### config.mk
export PLATFORM = sky130hd
export DESIGN_NAME = exc_ctrl_multi
export DESIGN_NICKNAME = d
export VERILOG_FILES = /design/src/rtl/exc_ctrl_multi.sv
export SDC_FILE = /design/constraint.sdc
export NUM_CORES = 1
export LEC_CHECK = 0
export CAP_MARGIN = 10
export CORE_AREA = 4 4 159 161
export CTS_BUF_LIST = sky130_fd_sc_hd__clkbuf_8
export DETAILED_ROUTE_END_ITERATION = 10
export DIE_AREA = 0 0 163 165
export PLACE_DENSITY = 0.67
export SLEW_MARGIN = 25
export SYNTH_ARGS = -nofsm -noshare
export SYNTH_HDL_FRONTEND = slang
export SYNTH_SLANG_ARGS = --single-unit
export TNS_END_PERCENT = 5
### constraint.sdc
create_clock -name clk -period 3.3 [get_ports clk]
set_input_delay 0.66 -clock clk [delete_from_list [all_inputs] [get_ports clk]]
set_output_delay 0.66 -clock clk [all_outputs]
set_load 0.02 [all_outputs]
### src/rtl/exc_ctrl_multi.sv
// Multi-source exception controller: latches rising-edge requests, picks the lowest
// unmasked index, redirects fetch to its vector, saves ELR/ESR and restores PC on ERET.
module exc_ctrl_multi #(
  parameter int              N          = 64,
  parameter int              NUM_SRC    = 4,
  parameter logic [N-1:0]    VEC_BASE   = 64'hD8,
  parameter logic [N-1:0]    VEC_STRIDE = 64'h20
) (
  input  logic               clk,
  input  logic               reset,
  input  logic [NUM_SRC-1:0] exc_req,
  input  logic [NUM_SRC-1:0] exc_mask,
  input  logic               eret,
  input  logic               branch_taken,
  input  logic [N-1:0]       imem_addr_F,
  input  logic [N-1:0]       pcbranch_E,
  input  logic [1:0]         sysreg_sel,
  output logic               pcsrc_F,
  output logic [N-1:0]       pcbranch,
  output logic               eproc_F,
  output logic [N-1:0]       exc_vector,
  output logic               squash_F,
  output logic [NUM_SRC-1:0] exc_ack,
  output logic [N-1:0]       elr,
  output logic [7:0]         esr,
  output logic               in_handler,
  output logic [N-1:0]       readData3_E
);

  typedef enum logic [1:0] {IDLE, TAKE, HANDLER} state_t;

  state_t               state;
  logic [3:0]           sel;
  logic [NUM_SRC-1:0]   pend;
  logic [NUM_SRC-1:0]   req_q;
  logic                 take_q;
  logic [NUM_SRC-1:0]   ack_q;
  logic                 handler_q;

  logic [NUM_SRC-1:0]   rise;
  logic [NUM_SRC-1:0]   elig;
  logic [NUM_SRC-1:0]   take_clr;
  logic [3:0]           prio_idx;
  logic                 eret_acc;

  // NOTE: every signal written in always_comb gets a default first, so no latch is inferred.
  always_comb begin
    rise     = exc_req & ~req_q;
    elig     = pend & ~exc_mask;
    take_clr = (state == TAKE) ? (NUM_SRC'(1) << sel) : '0;
    prio_idx = '0;
    // Scan downwards so the lowest eligible index is the one left standing.
    for (int i = NUM_SRC - 1; i >= 0; i--) begin
      if (elig[i]) prio_idx = 4'(i);
    end
  end

  // NOTE: sequential state uses non-blocking assignments only, so every register
  // samples the pre-edge values of its neighbours.
  always_ff @(posedge clk) begin
    // NOTE: reset is synchronous; only control/status registers are cleared, sel just
    // picks a vector and is cleared purely for determinism.
    if (!reset) begin
      state     <= IDLE;
      sel       <= '0;
      pend      <= '0;
      req_q     <= '0;
      elr       <= '0;
      esr       <= '0;
      take_q    <= 1'b0;
      ack_q     <= '0;
      handler_q <= 1'b0;
    end else begin
      req_q  <= exc_req;
      // A new rising edge on the source being retired wins over its clear.
      pend   <= (pend & ~take_clr) | rise;
      take_q <= 1'b0;
      ack_q  <= '0;
      case (state)
        IDLE: begin
          if (|elig) begin
            state  <= TAKE;
            sel    <= prio_idx;
            take_q <= 1'b1;
            ack_q  <= NUM_SRC'(1) << prio_idx;
          end
        end
        TAKE: begin
          elr       <= imem_addr_F;
          esr       <= {4'b0000, sel + 4'd1};
          state     <= HANDLER;
          handler_q <= 1'b1;
        end
        HANDLER: begin
          if (eret) begin
            state     <= IDLE;
            handler_q <= 1'b0;
          end
        end
        default: begin
          state     <= IDLE;
          handler_q <= 1'b0;
        end
      endcase
    end
  end

  assign eret_acc    = (state == HANDLER) && eret;
  assign exc_vector  = VEC_BASE + VEC_STRIDE * N'(sel);
  assign eproc_F     = take_q;
  assign squash_F    = take_q;
  assign exc_ack     = ack_q;
  assign in_handler  = handler_q;
  // Branches resolved during TAKE belong to the squashed instruction.
  assign pcsrc_F     = eret_acc || (branch_taken && (state != TAKE));
  assign pcbranch    = eret_acc ? elr : pcbranch_E;

  always_comb begin
    readData3_E = '0;
    case (sysreg_sel)
      2'd0:    readData3_E = elr;
      2'd1:    readData3_E = {{(N-8){1'b0}}, esr};
      2'd2:    readData3_E = exc_vector;
      default: readData3_E = '0;
    endcase
  end

endmodule

Word level (Yosys, flattened, before mapping)
Index checks and enable logic that the tools add are counted.

Bitwise logic cells: 8. Muxes and demuxes: 13. Add/subtract/negate cells: 2. Shifts and indexed selects: 2. Reduce and logical (&&, ||, !) cells: 11. Equality and inequality tests: 7.

Operator list (count): case mux 64 bit (3 select lines) (1); two-way mux 64 bit (1); two-way mux 4 bit (4); bitwise AND 4 bit (3); inverter 4 bit (3); adder 8 x 9 -> 10 bit, first input constant (1); AND reduction 2 bit (4); left shift 1 x 4 -> 4 bit, first input constant (2); two-way mux 2 bit (3); case mux 2 bit (3 select lines) (1); adder 4 x 1 -> 4 bit, second input constant (1); equality test 2 x 1 -> 1 bit, second input constant (2); equality test 2 bit, second input constant (2); zero test 2 bit (2); inequality test 2 bit, second input constant (2); OR 4 bit (1); OR reduction 4 bit (1); case mux 1 bit (3 select lines) (1); AND reduction 3 bit (1); logical AND 1 bit (2); two-way mux 1 bit (2); inequality test 2 x 1 -> 1 bit, second input constant (1); logical OR 1 bit (1); inverter 1 bit (1).

Bits in registers: 88. Input bits: 142.

Logic depth before layout (Yosys ltp)
Depth after elaboration: 7. Depth in mapped cells: 6. Mapped depth without buffers: 5.

Worst setup path before layout
No wires, ideal clock.

Kind: input port to output port. Start point: in sysreg_sel[0]. End point: out readData3_E[10]. Stages on the path: 4. Data arrival time: 1.601 ns. Setup slack: 1.039 ns. Cell sequence: buf_2 -> nor2_1 -> clkbuf_1 -> and2_1.

Cells in the longest elaborated chain, start to end: 2. Elaborated cells between the ends (all ways): 4. Classes of those cells: eq/ne (2); mux (1); reduce/logical (1).

Ends and longest elaborated chain: start: declaration (line 17) `input logic [1:0] sysreg_sel,`; equality test 2 bit, or another cell as far along (line 120) `case (sysreg_sel)`; case mux 64 bit (3 select lines) (*) (line 120); end: declaration (line 27) `output logic [N-1:0] readData3_E`.

Mark *: on every way between the ends. The rest lies on a longest branch, timed or not.

Worst setup path after layout
Start point: in eret. End point: out pcbranch[20].

Cells in the longest elaborated chain, start to end: 2.

Ends and longest elaborated chain: start: declaration (line 13) `input logic eret,`; logical AND 1 bit (line 108) `assign eret_acc = (state == HANDLER) && eret;`; two-way mux 64 bit (line 116) `assign pcbranch = eret_acc ? elr : pcbranch_E;`; end: declaration (line 19) `output logic [N-1:0] pcbranch,`.

No other way between the ends.

==> impl_results.html <==
<table>
<tr><th>Metric</th><th>Value</th></tr>
<tr><th colspan="2">Setup path</th></tr>
<tr><td>Required time reported for the critical path endpoint</td><td>2.64 ns</td></tr>
<tr><td>Startpoint type of the worst setup path</td><td>primary input</td></tr>
<tr><td>Sort of element at the end of the critical path</td><td>primary output</td></tr>
<tr><td>Most frequent cell on the critical path</td><td>sky130_fd_sc_hd__clkdlybuf4s50_1</td></tr>
<tr><td>Crit path max-delay cell type</td><td>sky130_fd_sc_hd__clkdlybuf4s50_1</td></tr>
<tr><td>Kind of critical path</td><td>in2out</td></tr>
<tr><td>Crit path largest cell delay</td><td>0.54 ns</td></tr>
<tr><td>Biggest fanout along the worst timing path</td><td>39</td></tr>
<tr><td>Cell Chain, Critical Path</td><td>clkdlybuf4s50_1, nand3b_1, buf_12, mux2_1, clkdlybuf4s50_1</td></tr>
<tr><td>Arrival time of data at the critical path endpoint</td><td>2.53 ns</td></tr>
<tr><th colspan="2">Drt</th></tr>
<tr><td>Number of vias per cell</td><td>3.937</td></tr>
<tr><td>DRT Wirelength</td><td>18770 um</td></tr>
<tr><td>Count of unresolved DRC violations after routing</td><td>0</td></tr>
<tr><td>First drt pass iteration count</td><td>4</td></tr>
<tr><td>Detail-routed net length per standard cell</td><td>15.08 um</td></tr>
<tr><td>Number of vias in the routed layout</td><td>4901</td></tr>
<tr><td>DRT antenna net count</td><td>0</td></tr>
<tr><td>Number of DRC markers after the initial detailed-route iteration</td><td>109</td></tr>
<tr><th colspan="2">CTS</th></tr>
<tr><td>Level count of the clock H-tree</td><td>3</td></tr>
<tr><td>Number of buffers inserted by hold repair at cts</td><td>0</td></tr>
<tr><td>TritonCTS clock tree</td><td>done</td></tr>
<tr><td>Clock input transition at the sequential cells of the worst setup and hold paths</td><td>0.09 ns</td></tr>
<tr><td>Number of resized instances in the post-cts repair step</td><td>0</td></tr>
<tr><td>Max Root-Sink Buffers</td><td>2</td></tr>
<tr><td>Clock Tree Root</td><td>sky130_fd_sc_hd__clkbuf_8</td></tr>
<tr><td>CTS Sinks</td><td>85</td></tr>
<tr><td>Post-CTS setup buffer count</td><td>0</td></tr>
<tr><td>Number of buffers inserted during clock tree synthesis</td><td>9</td></tr>
<tr><td>Worst-skew pair later-pin latency</td><td>0.37 ns</td></tr>
<tr><th colspan="2">Final layout</th></tr>
<tr><td>Share of cells above drive strength 1</td><td>5.103%</td></tr>
<tr><td>Highest-count cells in the layout ignoring fill and taps</td><td>sky130_fd_sc_hd__clkdlybuf4s50_1, sky130_fd_sc_hd__nand2_1, sky130_fd_sc_hd__dfxtp_1</td></tr>
<tr><td>Diodes inserted</td><td>0</td></tr>
<tr><td>Layout overhead on the synthesized area</td><td>76.31%</td></tr>
<tr><td>Most common library cell in the layout ignoring fill and taps</td><td>sky130_fd_sc_hd__clkdlybuf4s50_1</td></tr>
<tr><td>Number of filler cells placed in the layout</td><td>2467</td></tr>
<tr><td>Net count reported at finish</td><td>1062</td></tr>
<tr><td>Final instance area</td><td>0.008782 sq mm</td></tr>
<tr><th colspan="2">GRT</th></tr>
<tr><td>Antenna violations before repair</td><td>0</td></tr>
<tr><td>GRT Resource Usage Total</td><td>12.65%</td></tr>
<tr><td>Total congestion overflow</td><td>0</td></tr>
<tr><td>Global-route wire length before repair</td><td>26930 um</td></tr>
<tr><td>Number of global-route vias before repair</td><td>4674</td></tr>
<tr><td>Maximum number of pins on one net before global-route repair</td><td>67</td></tr>
<tr><th colspan="2">Power and ir drop</th></tr>
<tr><td>Switching power share of the total</td><td>32.30%</td></tr>
<tr><td>Pint</td><td>2.111 mW</td></tr>
<tr><td>Sw Pwr</td><td>1.007 mW</td></tr>
<tr><td>Sequential group share of total power</td><td>37.3%</td></tr>
<tr><td>Total power divided by cell area</td><td>355.1 mW/mm^2</td></tr>
<tr><td>Max VDD drop</td><td>0.2264 mV</td></tr>
<tr><td>Clock power share</td><td>30.6%</td></tr>
<tr><td>Combinational Power Share</td><td>32.0%</td></tr>
<tr><td>Leak</td><td>3.306 nW</td></tr>
<tr><th colspan="2">STA</th></tr>
<tr><td>Final Slew Violations</td><td>0</td></tr>
<tr><td>Fmax</td><td>313.2 MHz</td></tr>
<tr><td>Slew @ Worst Pin</td><td>0.8636 ns</td></tr>
<tr><td>Relative slew margins</td><td>42.43%</td></tr>
<tr><td>Setup violation total in the final timing report</td><td>0</td></tr>
<tr><td>Hold Fails Final Rpt</td><td>0</td></tr>
<tr><td>Clk_skew</td><td>0.01880 ns</td></tr>
<tr><td>Fin Setup TNS</td><td>0 ns</td></tr>
<tr><td>Post-layout min period</td><td>3.193 ns</td></tr>
<tr><td>Final Cycle Share</td><td>96.76%</td></tr>
<tr><td>RSZ-0062 raised after global routing</td><td>no</td></tr>
<tr><th colspan="2">Worst hold path</th></tr>
<tr><td>Type of the worst min-delay path</td><td>reg2reg</td></tr>
<tr><th colspan="2">Synth</th></tr>
<tr><td>Portion of the post-synthesis area used by sequential elements</td><td>34.16%</td></tr>
<tr><td>Post-Syn Area per Cell</td><td>8.442 sq um</td></tr>
<tr><td>Post-synth design cell area</td><td>0.004981 sq mm</td></tr>
<tr><td>#FFs+latches synth</td><td>85</td></tr>
<tr><td>Number of instances in the synthesized netlist</td><td>590</td></tr>
<tr><td>Warnings, synthesis</td><td>0</td></tr>
<tr><td>Count of distinct cell types in the synthesized netlist</td><td>27</td></tr>
<tr><th colspan="2">Floorplan</th></tr>
<tr><td>Number of top-level design ports</td><td>414</td></tr>
<tr><td>Count of standard-cell rows</td><td>57</td></tr>
<tr><td>Initial cell density of the core</td><td>20.79%</td></tr>
<tr><td>Horizontal die dimension</td><td>163 um</td></tr>
<tr><td>Die boundary height</td><td>165 um</td></tr>
<tr><td>Floorplan core area</td><td>0.02396 sq mm</td></tr>
<tr><td>DIE AREA</td><td>0.02690 sq mm</td></tr>
<tr><th colspan="2">Outcome</th></tr>
<tr><td>Status</td><td>finished, final reports clean</td></tr>
<tr><th colspan="2">Placed design</th></tr>
<tr><td>Standard cell area after detailed placement</td><td>0.008528 sq mm</td></tr>
<tr><td>Port bufs</td><td>348</td></tr>
<tr><td>Post-detailed-placement half-perimeter wirelength</td><td>14790 um</td></tr>
<tr><td>Routability congestion estimate</td><td>0.7474</td></tr>
<tr><th colspan="2">Job</th></tr>
<tr><td>Count of max-cap constraint violations</td><td>0</td></tr>
</table>
## flip-flops by register name, summed over array words and instances (netlist names)
| register | count |
|---|---|
| elr | 64 |
| eproc_F | 1 |
| esr | 3 |
| exc_ack | 4 |
| in_handler | 1 |
| pend | 4 |
| req_q | 4 |
| sel | 2 |
| state | 2 |
## worst paths after layout
| kind | cells after the start | to | slack [ns] | from |
|---|---|---|---|---|
| hold / removal | 2 | elr[61]$_SDFFE_PN0P_ | 0.49 | elr[61]$_SDFFE_PN0P_ |
| setup / recovery | 5 | pcbranch[20] | 0.11 | eret |
| setup reg to reg | 4 | elr[19]$_SDFFE_PN0P_ | 1.42 | state[0]$_SDFFE_PN0P_ |
| hold reg to reg | 2 | elr[61]$_SDFFE_PN0P_ | 0.49 | elr[61]$_SDFFE_PN0P_ |
## per-layer routing
| metal | up-vias | GRT usage [%] | part of all wire [%] |
|---|---|---|---|
| met2 | 212 | 23.17 | 51 |
| met1 | 2254 | 14.24 | 40 |
| met3 | 11 | 4.292 | 8.2 |
| li1 | 2424 | - | - |
| met4 | 0 | 2.745 | 0.91 |
| met5 | - | 0 | 0 |
## logic make-up (layout without fill, tap and decap cells)
logic type,after synthesis,count (layout),share of synthesized area [%]
adders and majority gates,4,4,1.005
other,2,65,0.1508
AOI/OAI and AO/OA,82,82,11.91
muxes,70,70,15.67
DFF,85,85,34.16
buffers and inverters,107,375,14.72
and+or+nand+nor,240,240,22.38
## cells in the mapped netlist
master	n	area share [%]
sky130_fd_sc_hd__inv_1	2	0.15
sky130_fd_sc_hd__nor3_1	2	0.20
sky130_fd_sc_hd__ha_1	4	1.0
sky130_fd_sc_hd__mux2_1	49	11
sky130_fd_sc_hd__a21oi_1	9	0.90
sky130_fd_sc_hd__dfxtp_1	85	34
sky130_fd_sc_hd__buf_4	69	10
sky130_fd_sc_hd__clkbuf_1	18	1.4
sky130_fd_sc_hd__nor3b_1	2	0.30
sky130_fd_sc_hd__buf_6	8	1.8
sky130_fd_sc_hd__nand3b_1	1	0.15
sky130_fd_sc_hd__buf_2	10	1.0
sky130_fd_sc_hd__mux2i_1	6	1.2
sky130_fd_sc_hd__o211a_1	2	0.40
sky130_fd_sc_hd__nand2b_1	7	0.88
sky130_fd_sc_hd__o31ai_1	1	0.15
sky130_fd_sc_hd__nand3_1	2	0.20
sky130_fd_sc_hd__a21boi_1	23	3.5
sky130_fd_sc_hd__and2_1	60	7.5
sky130_fd_sc_hd__conb_1	2	0.15
sky130_fd_sc_hd__nand2_1	142	11
sky130_fd_sc_hd__mux2_2	15	3.4
sky130_fd_sc_hd__nor2_1	12	0.90
sky130_fd_sc_hd__nor2b_1	12	1.5
sky130_fd_sc_hd__o21a_1	1	0.15
sky130_fd_sc_hd__a21boi_0	44	6.6
sky130_fd_sc_hd__o21ai_0	2	0.20
## power by group through the flow
| stage | clock network [mW] | registers [mW] | logic (mW) |
|---|---|---|---|
| 2_1_floorplan | 0 | 1.24 | 0.495 |
| 3_3_place_gp | 0 | 1.19 | 0.997 |
| 3_5_place_dp | 0 | 1.19 | 1.01 |
| 4_1_cts | 1.01 | 1.17 | 1.01 |
| 5_1_grt | 1.04 | 1.18 | 1.07 |
| 6_report | 0.955 | 1.16 | 0.999 |
## per-stage QoR
step / utilization (%) / hold WS [ns] / setup slack (ns) / total power, mW / cells
after floorplan: - / 0.4679 / 1.039 / 1.731 / 653
after global placement: 35.59 / 0.4606 / 0.1314 / 2.188 / 1229
after detailed placement: 35.59 / 0.4767 / 0.1098 / 2.196 / 1229
after CTS: 36.65 / 0.4948 / 0.1092 / 3.191 / 1245
after global routing: 36.65 / 0.5202 / 0.04934 / 3.288 / 1245
final: 36.65 / 0.4870 / 0.1068 / 3.119 / 1245
## final cells by class
cell class / count / area (sq um) / area share [%]
Sequential cell: 85 / 1702 / 19.38
Tap cell: 324 / 405.4 / 4.616
Timing Repair Buffer: 357 / 3613 / 41.15
Multi-Input combinational cell: 461 / 2800 / 31.88
Clock buffer: 9 / 123.9 / 1.410
Inverter: 2 / 7.507 / 0.08548
Clock inverter: 7 / 130.1 / 1.482
## worst max-delay path, delay by kind of cell
kind                   cells  cell delay, ns
AND/OR/NAND/NOR            1            0.20
buffers and inverters      3            1.28
multiplexers               1            0.35
No activity file was read; power rests on OpenSTA's default activity.
